**config.mk**
```make
export PLATFORM = sky130hd
export DESIGN_NAME = fetch_sequencer_flat
export DESIGN_NICKNAME = d
export VERILOG_FILES = /design/src/rtl/cpu_seq_pkg.sv /design/src/rtl/fetch_sequencer_if.sv /design/src/rtl/perf_counter.sv /design/src/rtl/fetch_sequencer.sv /design/src/flat_wrapper.sv
export SDC_FILE = /design/constraint.sdc
export NUM_CORES = 1
export LEC_CHECK = 0
export CORE_ASPECT_RATIO = 1.4
export CORE_MARGIN = 4
export CORE_UTILIZATION = 34
export CTS_BUF_LIST = sky130_fd_sc_hd__clkbuf_16
export DETAILED_ROUTE_END_ITERATION = 6
export PLACE_DENSITY_LB_ADDON = 0.1
export REMOVE_ABC_BUFFERS = 1
export SLEW_MARGIN = 25
export SYNTH_ARGS = -nofsm -noshare
export SYNTH_HDL_FRONTEND = slang
export SYNTH_SLANG_ARGS = --single-unit
```
**constraint.sdc**
```tcl
create_clock -name clock -period 1.3 [get_ports clock]
set_input_delay 0.26 -clock clock [delete_from_list [all_inputs] [get_ports clock]]
set_output_delay 0.26 -clock clock [all_outputs]
set_load 0.01 [all_outputs]
```
**src/rtl/cpu_seq_pkg.sv**
```systemverilog
// Shared types and default widths for the lab CPU fetch sequencer.
// PERF_CNT_EN (optional) adds the retired/cycle performance counters.
package cpu_seq_pkg;

  localparam int PC_W  = 8;
  localparam int CNT_W = 16;

  typedef enum logic [2:0] {
    S_IDLE,
    S_FETCH,
    S_DECODE,
    S_EXEC,
    S_MEM,
    S_WB,
    S_HALT
  } seq_state_t;

endpackage

```
**src/rtl/fetch_sequencer_if.sv**
```systemverilog
// Handshake and bus signals between the sequencer and the rest of the CPU.
// master = sequencer side, slave = memories / control unit / datapath side.
interface fetch_seq_if #(parameter int PC_W = cpu_seq_pkg::PC_W) ();

  logic            start;
  logic [PC_W-1:0] start_pc;
  logic            branch;
  logic            jmp_ctrl;
  logic            done_ctrl;
  logic            mem_read;
  logic            mem_write;
  logic            reg_write;
  logic            branch_cond;
  logic [PC_W-1:0] branch_target;
  logic [PC_W-1:0] jump_target;
  logic            mem_ack;

  logic [PC_W-1:0] pc;
  logic            ir_load;
  logic            mem_req;
  logic            mem_we;
  logic            rf_we;
  logic            busy;
  logic            halted;

  modport master (
    input  start, start_pc, branch, jmp_ctrl, done_ctrl, mem_read, mem_write,
           reg_write, branch_cond, branch_target, jump_target, mem_ack,
    output pc, ir_load, mem_req, mem_we, rf_we, busy, halted
  );

  modport slave (
    output start, start_pc, branch, jmp_ctrl, done_ctrl, mem_read, mem_write,
           reg_write, branch_cond, branch_target, jump_target, mem_ack,
    input  pc, ir_load, mem_req, mem_we, rf_we, busy, halted
  );

endinterface

```
**src/rtl/perf_counter.sv**
```systemverilog
// Saturating up-counter with synchronous clear; clear wins over enable.
module perf_counter #(
  parameter int W = cpu_seq_pkg::CNT_W
) (
  input  logic         clock,
  input  logic         reset,
  input  logic         enable,
  input  logic         clear,
  output logic [W-1:0] count
);

  always_ff @(posedge clock or posedge reset) begin
    if (reset)
      count <= '0;
    else if (clear)
      count <= '0;
    else if (enable && (count != {W{1'b1}}))
      count <= count + W'(1);
  end

endmodule

```
**src/rtl/fetch_sequencer.sv**
```systemverilog
// Multi-cycle instruction sequencer: owns the PC and gates phase strobes.
// Define PERF_CNT_EN to add retired_cnt / cycle_cnt outputs.
module fetch_sequencer
  import cpu_seq_pkg::*;
(
  input  logic              clock,
  input  logic              reset,
  fetch_seq_if.master       bus
`ifdef PERF_CNT_EN
  ,
  output logic [CNT_W-1:0]  retired_cnt,
  output logic [CNT_W-1:0]  cycle_cnt
`endif
);

  seq_state_t      state, state_nx;
  logic [PC_W-1:0] pc_q, pc_nx;

  always_ff @(posedge clock or posedge reset) begin
    if (reset) begin
      state <= S_IDLE;
      pc_q  <= '0;
    end else begin
      state <= state_nx;
      pc_q  <= pc_nx;
    end
  end

  always_comb begin
    state_nx = state;
    pc_nx    = pc_q;
    unique case (state)
      S_IDLE, S_HALT: begin
        if (bus.start) begin
          state_nx = S_FETCH;
          pc_nx    = bus.start_pc;
        end
      end
      S_FETCH:  state_nx = S_DECODE;
      S_DECODE: state_nx = S_EXEC;
      S_EXEC: begin
        if (bus.done_ctrl)
          state_nx = S_HALT;
        else if (bus.mem_read || bus.mem_write)
          state_nx = S_MEM;
        else
          state_nx = S_WB;
      end
      S_MEM: begin
        if (bus.mem_ack)
          state_nx = S_WB;
      end
      S_WB: begin
        state_nx = S_FETCH;
        // jump outranks a taken branch when both are decoded
        if (bus.jmp_ctrl)
          pc_nx = bus.jump_target;
        else if (bus.branch && bus.branch_cond)
          pc_nx = bus.branch_target;
        else
          pc_nx = pc_q + PC_W'(1);
      end
      default: state_nx = S_IDLE;
    endcase
  end

  assign bus.pc      = pc_q;
  assign bus.ir_load = (state == S_FETCH);
  assign bus.mem_req = (state == S_MEM);
  assign bus.mem_we  = (state == S_MEM) && bus.mem_write;
  assign bus.rf_we   = (state == S_WB) && bus.reg_write;
  assign bus.busy    = (state != S_IDLE) && (state != S_HALT);
  assign bus.halted  = (state == S_HALT);

`ifdef PERF_CNT_EN
  logic perf_clear;
  logic retire_evt;

  assign perf_clear = bus.start && ((state == S_IDLE) || (state == S_HALT));
  assign retire_evt = (state == S_WB) || ((state == S_EXEC) && bus.done_ctrl);

  perf_counter #(.W(CNT_W)) u_retired (
    .clock  (clock),
    .reset  (reset),
    .enable (retire_evt),
    .clear  (perf_clear),
    .count  (retired_cnt)
  );

  perf_counter #(.W(CNT_W)) u_cycles (
    .clock  (clock),
    .reset  (reset),
    .enable (bus.busy),
    .clear  (perf_clear),
    .count  (cycle_cnt)
  );
`endif

endmodule

```
**src/flat_wrapper.sv**
```systemverilog
// flat-port wrapper written by rule: the top's interface ports become plain ports
module fetch_sequencer_flat import cpu_seq_pkg::*;
  (clock, reset, bus_start, bus_start_pc, bus_branch, bus_jmp_ctrl, bus_done_ctrl, bus_mem_read, bus_mem_write, bus_reg_write, bus_branch_cond, bus_branch_target, bus_jump_target, bus_mem_ack, bus_pc, bus_ir_load, bus_mem_req, bus_mem_we, bus_rf_we, bus_busy, bus_halted);
  fetch_seq_if bus_i ();
  input  logic clock;
  input  logic reset;
  input wire logic [$bits(bus_i.start)-1:0] bus_start;
  input wire logic [$bits(bus_i.start_pc)-1:0] bus_start_pc;
  input wire logic [$bits(bus_i.branch)-1:0] bus_branch;
  input wire logic [$bits(bus_i.jmp_ctrl)-1:0] bus_jmp_ctrl;
  input wire logic [$bits(bus_i.done_ctrl)-1:0] bus_done_ctrl;
  input wire logic [$bits(bus_i.mem_read)-1:0] bus_mem_read;
  input wire logic [$bits(bus_i.mem_write)-1:0] bus_mem_write;
  input wire logic [$bits(bus_i.reg_write)-1:0] bus_reg_write;
  input wire logic [$bits(bus_i.branch_cond)-1:0] bus_branch_cond;
  input wire logic [$bits(bus_i.branch_target)-1:0] bus_branch_target;
  input wire logic [$bits(bus_i.jump_target)-1:0] bus_jump_target;
  input wire logic [$bits(bus_i.mem_ack)-1:0] bus_mem_ack;
  output wire logic [$bits(bus_i.pc)-1:0] bus_pc;
  output wire logic [$bits(bus_i.ir_load)-1:0] bus_ir_load;
  output wire logic [$bits(bus_i.mem_req)-1:0] bus_mem_req;
  output wire logic [$bits(bus_i.mem_we)-1:0] bus_mem_we;
  output wire logic [$bits(bus_i.rf_we)-1:0] bus_rf_we;
  output wire logic [$bits(bus_i.busy)-1:0] bus_busy;
  output wire logic [$bits(bus_i.halted)-1:0] bus_halted;
  assign bus_i.start = bus_start;
  assign bus_i.start_pc = bus_start_pc;
  assign bus_i.branch = bus_branch;
  assign bus_i.jmp_ctrl = bus_jmp_ctrl;
  assign bus_i.done_ctrl = bus_done_ctrl;
  assign bus_i.mem_read = bus_mem_read;
  assign bus_i.mem_write = bus_mem_write;
  assign bus_i.reg_write = bus_reg_write;
  assign bus_i.branch_cond = bus_branch_cond;
  assign bus_i.branch_target = bus_branch_target;
  assign bus_i.jump_target = bus_jump_target;
  assign bus_i.mem_ack = bus_mem_ack;
  assign bus_pc = bus_i.pc;
  assign bus_ir_load = bus_i.ir_load;
  assign bus_mem_req = bus_i.mem_req;
  assign bus_mem_we = bus_i.mem_we;
  assign bus_rf_we = bus_i.rf_we;
  assign bus_busy = bus_i.busy;
  assign bus_halted = bus_i.halted;
  fetch_sequencer u_core (.clock(clock), .reset(reset), .bus(bus_i));
endmodule
```
==> flow_metrics.py <==
metrics = {
    "route": {
        "wl_um": 3268,
        "avgRoutedWirePerCell_um": 14.99,
        "viasPerCell": 5.243,
        "drc": 0,
        "vias": 1143,
        "drt_iter0_markers": 28,
        "first_pass_iters": 4,
        "drtAntennaViolNets": 0,
    },
    "floorplanning": {
        "die_y_um": 67.67,
        "die_area_um2": 3425,
        "initial_utilization_pct": 35.77,
        "pin_count": 49,
        "dieWidth_um": 50.62,
        "rows": 21,
        "core_area_um2": 2417,
    },
    "sta": {
        "worst_slack_ns": -0.1740,
        "timing.slew.headroom_pct": 69.63,
        "skew_ns": 0.002582,
        "finalCritPeriodShare_pct": 113.4,
        "worst_slew_pin_slew_ns": 0.4551,
        "finalSetupViolations": 14,
        "grt_setup_unrepaired": "true",
        "min_period_ns": 1.474,
        "slew_violations": 0,
        "report.final.hold_viol_count": 0,
        "fmax_mhz": 678.4,
    },
    "synth": {
        "synth_largest_area_cell": "dfrtp_1",
        "ys_seq_area_share_pct": 31.84,
        "yosys-top-cells-count": "nand2_1, dfrtp_1, mux2i_1",
        "yosysTopAreaCellShare_pct": 31.84,
        "async_flop_share_pct": 100.0,
        "ys_ff_latch": 11,
        "synth_edf_count": 0,
        "ys.flop_type": "dfrtp_1",
        "postSynthAreaPerCell_um2": 8.234,
        "synth_warnings": 0,
        "synth_cells": 105,
        "yosysMostFrequentCell": "nand2_1",
        "ys_top_cells_by_area": "dfrtp_1, mux2i_1, nand2_1, a21oi_1, o211ai_1",
        "synth_area_um2": 864.6,
        "yosysUniqueCellTypes": 37,
    },
    "clock_network": {
        "clockBufferDepth": 2,
        "h-tree-depth": 1,
        "clkSinkCount": 11,
        "cts_tree": "built",
        "clk_transition_reported_paths_ns": 0.04,
        "clockRootBuffer": "clkbuf_16",
        "insertion_delay_ns": 0.24,
        "hold_buffers": 0,
        "numCtsBuffers": 3,
    },
    "grt": {
        "grt_pass1_vias": 1194,
        "grt_pass1_wl_um": 5043,
        "overflow": 0,
        "grt_max_degree": 12,
        "grtUsageTotal_pct": 19.48,
        "antenna_found_initial": 0,
    },
    "layout": {
        "fin_util_pct": 72.93,
        "area_delta_synth_final_pct": 103.9,
        "antennaDiodeCount": 0,
        "fin_nets": 221,
        "instances_no_fill": 218,
        "fill_cells": 187,
        "layout-drive-gt1-share_pct": 30.98,
    },
    "worst_setup_path": {
        "startpoint_type": "register",
        "path_max_fanout": 3,
        "cpPeakStageDelay_ns": 0.40,
        "critPathCaptureType": "output port",
        "cpMaxStageDelayCell": "dfrtp_1",
        "crit_arrival_ns": 1.21,
        "cp_cell_sequence": "buf_4 -> nand3b_1 -> nor2_1 -> buf_2",
        "worstPathRequired_ns": 1.04,
        "criticalPathCategory": "reg -> out",
    },
    "placed_design": {
        "dp_cells": 201,
        "io_buffers": 48,
        "gp_congestion": 0.7774,
        "dp_hpwl_um": 2271,
    },
    "status": {
        "outcome": "finished, violations left",
        "failed_checks": "negative setup slack",
    },
    "power_and_ir_drop": {
        "p_per_area_nw_per_um2": 2033,
        "leakage_nw": 0.8116,
        "vdd_drop_max_mv": 1.274,
    },
    "job": {
        "drv_cap": 0,
    },
    "worst_hold_path": {
        "hold_class": "in -> async",
    },
}
## registers in the layout, indices dropped and copies added, names as in the netlist
signal and cells:
u_core.state 3, u_core.bus.pc 8
## per-layer routing
layer	vias up	part of all wire, %	track usage (%)
li1	548	-	-
met1	537	35	19.09
met2	49	55	37.58
met3	9	7.0	4.415
met4	0	2.5	10.10
met5	-	0	0
## power by group
| part | leakage [nW] | internal [W] | total, W | switching, W |
|---|---|---|---|---|
| sequential | 0.128 | 0.000530 | 0.000727 | 0.000197 |
| combinational | 0.642 | 0.00131 | 0.00229 | 0.000973 |
| clock | 0.0423 | 0.000405 | 0.000571 | 0.000166 |
| total | 0.812 | 0.00225 | 0.00358 | 0.00134 |
## kinds of logic after synthesis
kind of cell / count (synthesis) / synth area share, %
adders and majority gates: 2 / 2.605
muxes: 9 / 10.42
xor gates and xnor gates: 3 / 3.040
buffers and inverters: 12 / 5.788
DFF: 11 / 31.84
AOI/OAI and AO/OA: 30 / 24.17
and+or+nand+nor: 38 / 22.14
## stage by stage
stage          TNS [ns]  cell area (um^2)  setup slack (ns)  power, W  hold slack [ns]
2_1_floorplan    -1.385             837.1           -0.1860  0.001596           0.1124
5_1_grt          -2.682              1763           -0.2586  0.003823           0.3789
4_1_cts          -1.776              1680           -0.1577  0.003351           0.3389
6_report         -1.925              1763           -0.1740  0.003585           0.3271
3_5_place_dp     -3.722              1510           -0.3590  0.002608           0.5988
3_3_place_gp     -3.358              1510           -0.3318  0.002571           0.5853
## cell type report
cell class,count,area (um^2),area share [%]
inverters,6,22.52,1.278
repair buffers,81,740.7,42.02
clock buffers,3,75.07,4.258
flip-flops and latches,11,277.8,15.76
clock inverters,1,3.754,0.2129
multi-input cells,82,600.6,34.07
well taps,34,42.54,2.413
## worst paths after layout
path                            cells past startpoint                to              from  slack, ns
max in group asynchronous                           2  u_core.bus.pc[0]             reset       0.63
worst max-delay path                                4         bus_rf_we   u_core.state[2]      -0.17
min in group clock                                  3  u_core.bus.pc[6]   bus_start_pc[6]       0.56
worst min register to register                      2  u_core.bus.pc[7]  u_core.bus.pc[7]       0.61
worst min-delay path                                2   u_core.state[2]             reset       0.33
worst max register to register                      6  u_core.bus.pc[1]   u_core.state[1]      -0.17
## cell usage in the layout (no fill, tap or decap), types with 2 or more instances in the layout
master,netlist,routed
clkdlybuf4s15_1,0,3
a21o_1,2,2
inv_2,2,2
buf_2,1,3
a21oi_1,6,6
dlygate4sd2_1,0,5
clkdlybuf4s50_1,0,34
inv_1,4,5
nand4_1,2,2
clkbuf_16,0,3
o21ai_0,5,5
a22oi_1,3,3
nor2_1,7,6
dfrtp_2,0,2
buf_4,1,25
and3_4,0,2
buf_6,0,11
nand2_1,12,11
nor3_1,3,2
mux2i_1,9,9
and2_1,3,2
dfrtp_1,11,9
o211ai_1,4,4
nand3_1,3,3
## what timing repair did
action | 4_1_cts | 5_1_grt
endpoints found under the setup margin | 22 | 14
resized for setup | 49 | 12
buffers inserted | 9 | 4
gates cloned | 1 | 0
pin swaps | 12 | 13
## worst max-delay path: cells and delay by family, from the launching register on
kind,cells,cell delay (ns)
buffers and inverters,2,0.27
flip-flops,1,0.40
AND/OR/NAND/NOR,2,0.29
Note: power is estimated with default switching activity, not from simulation.
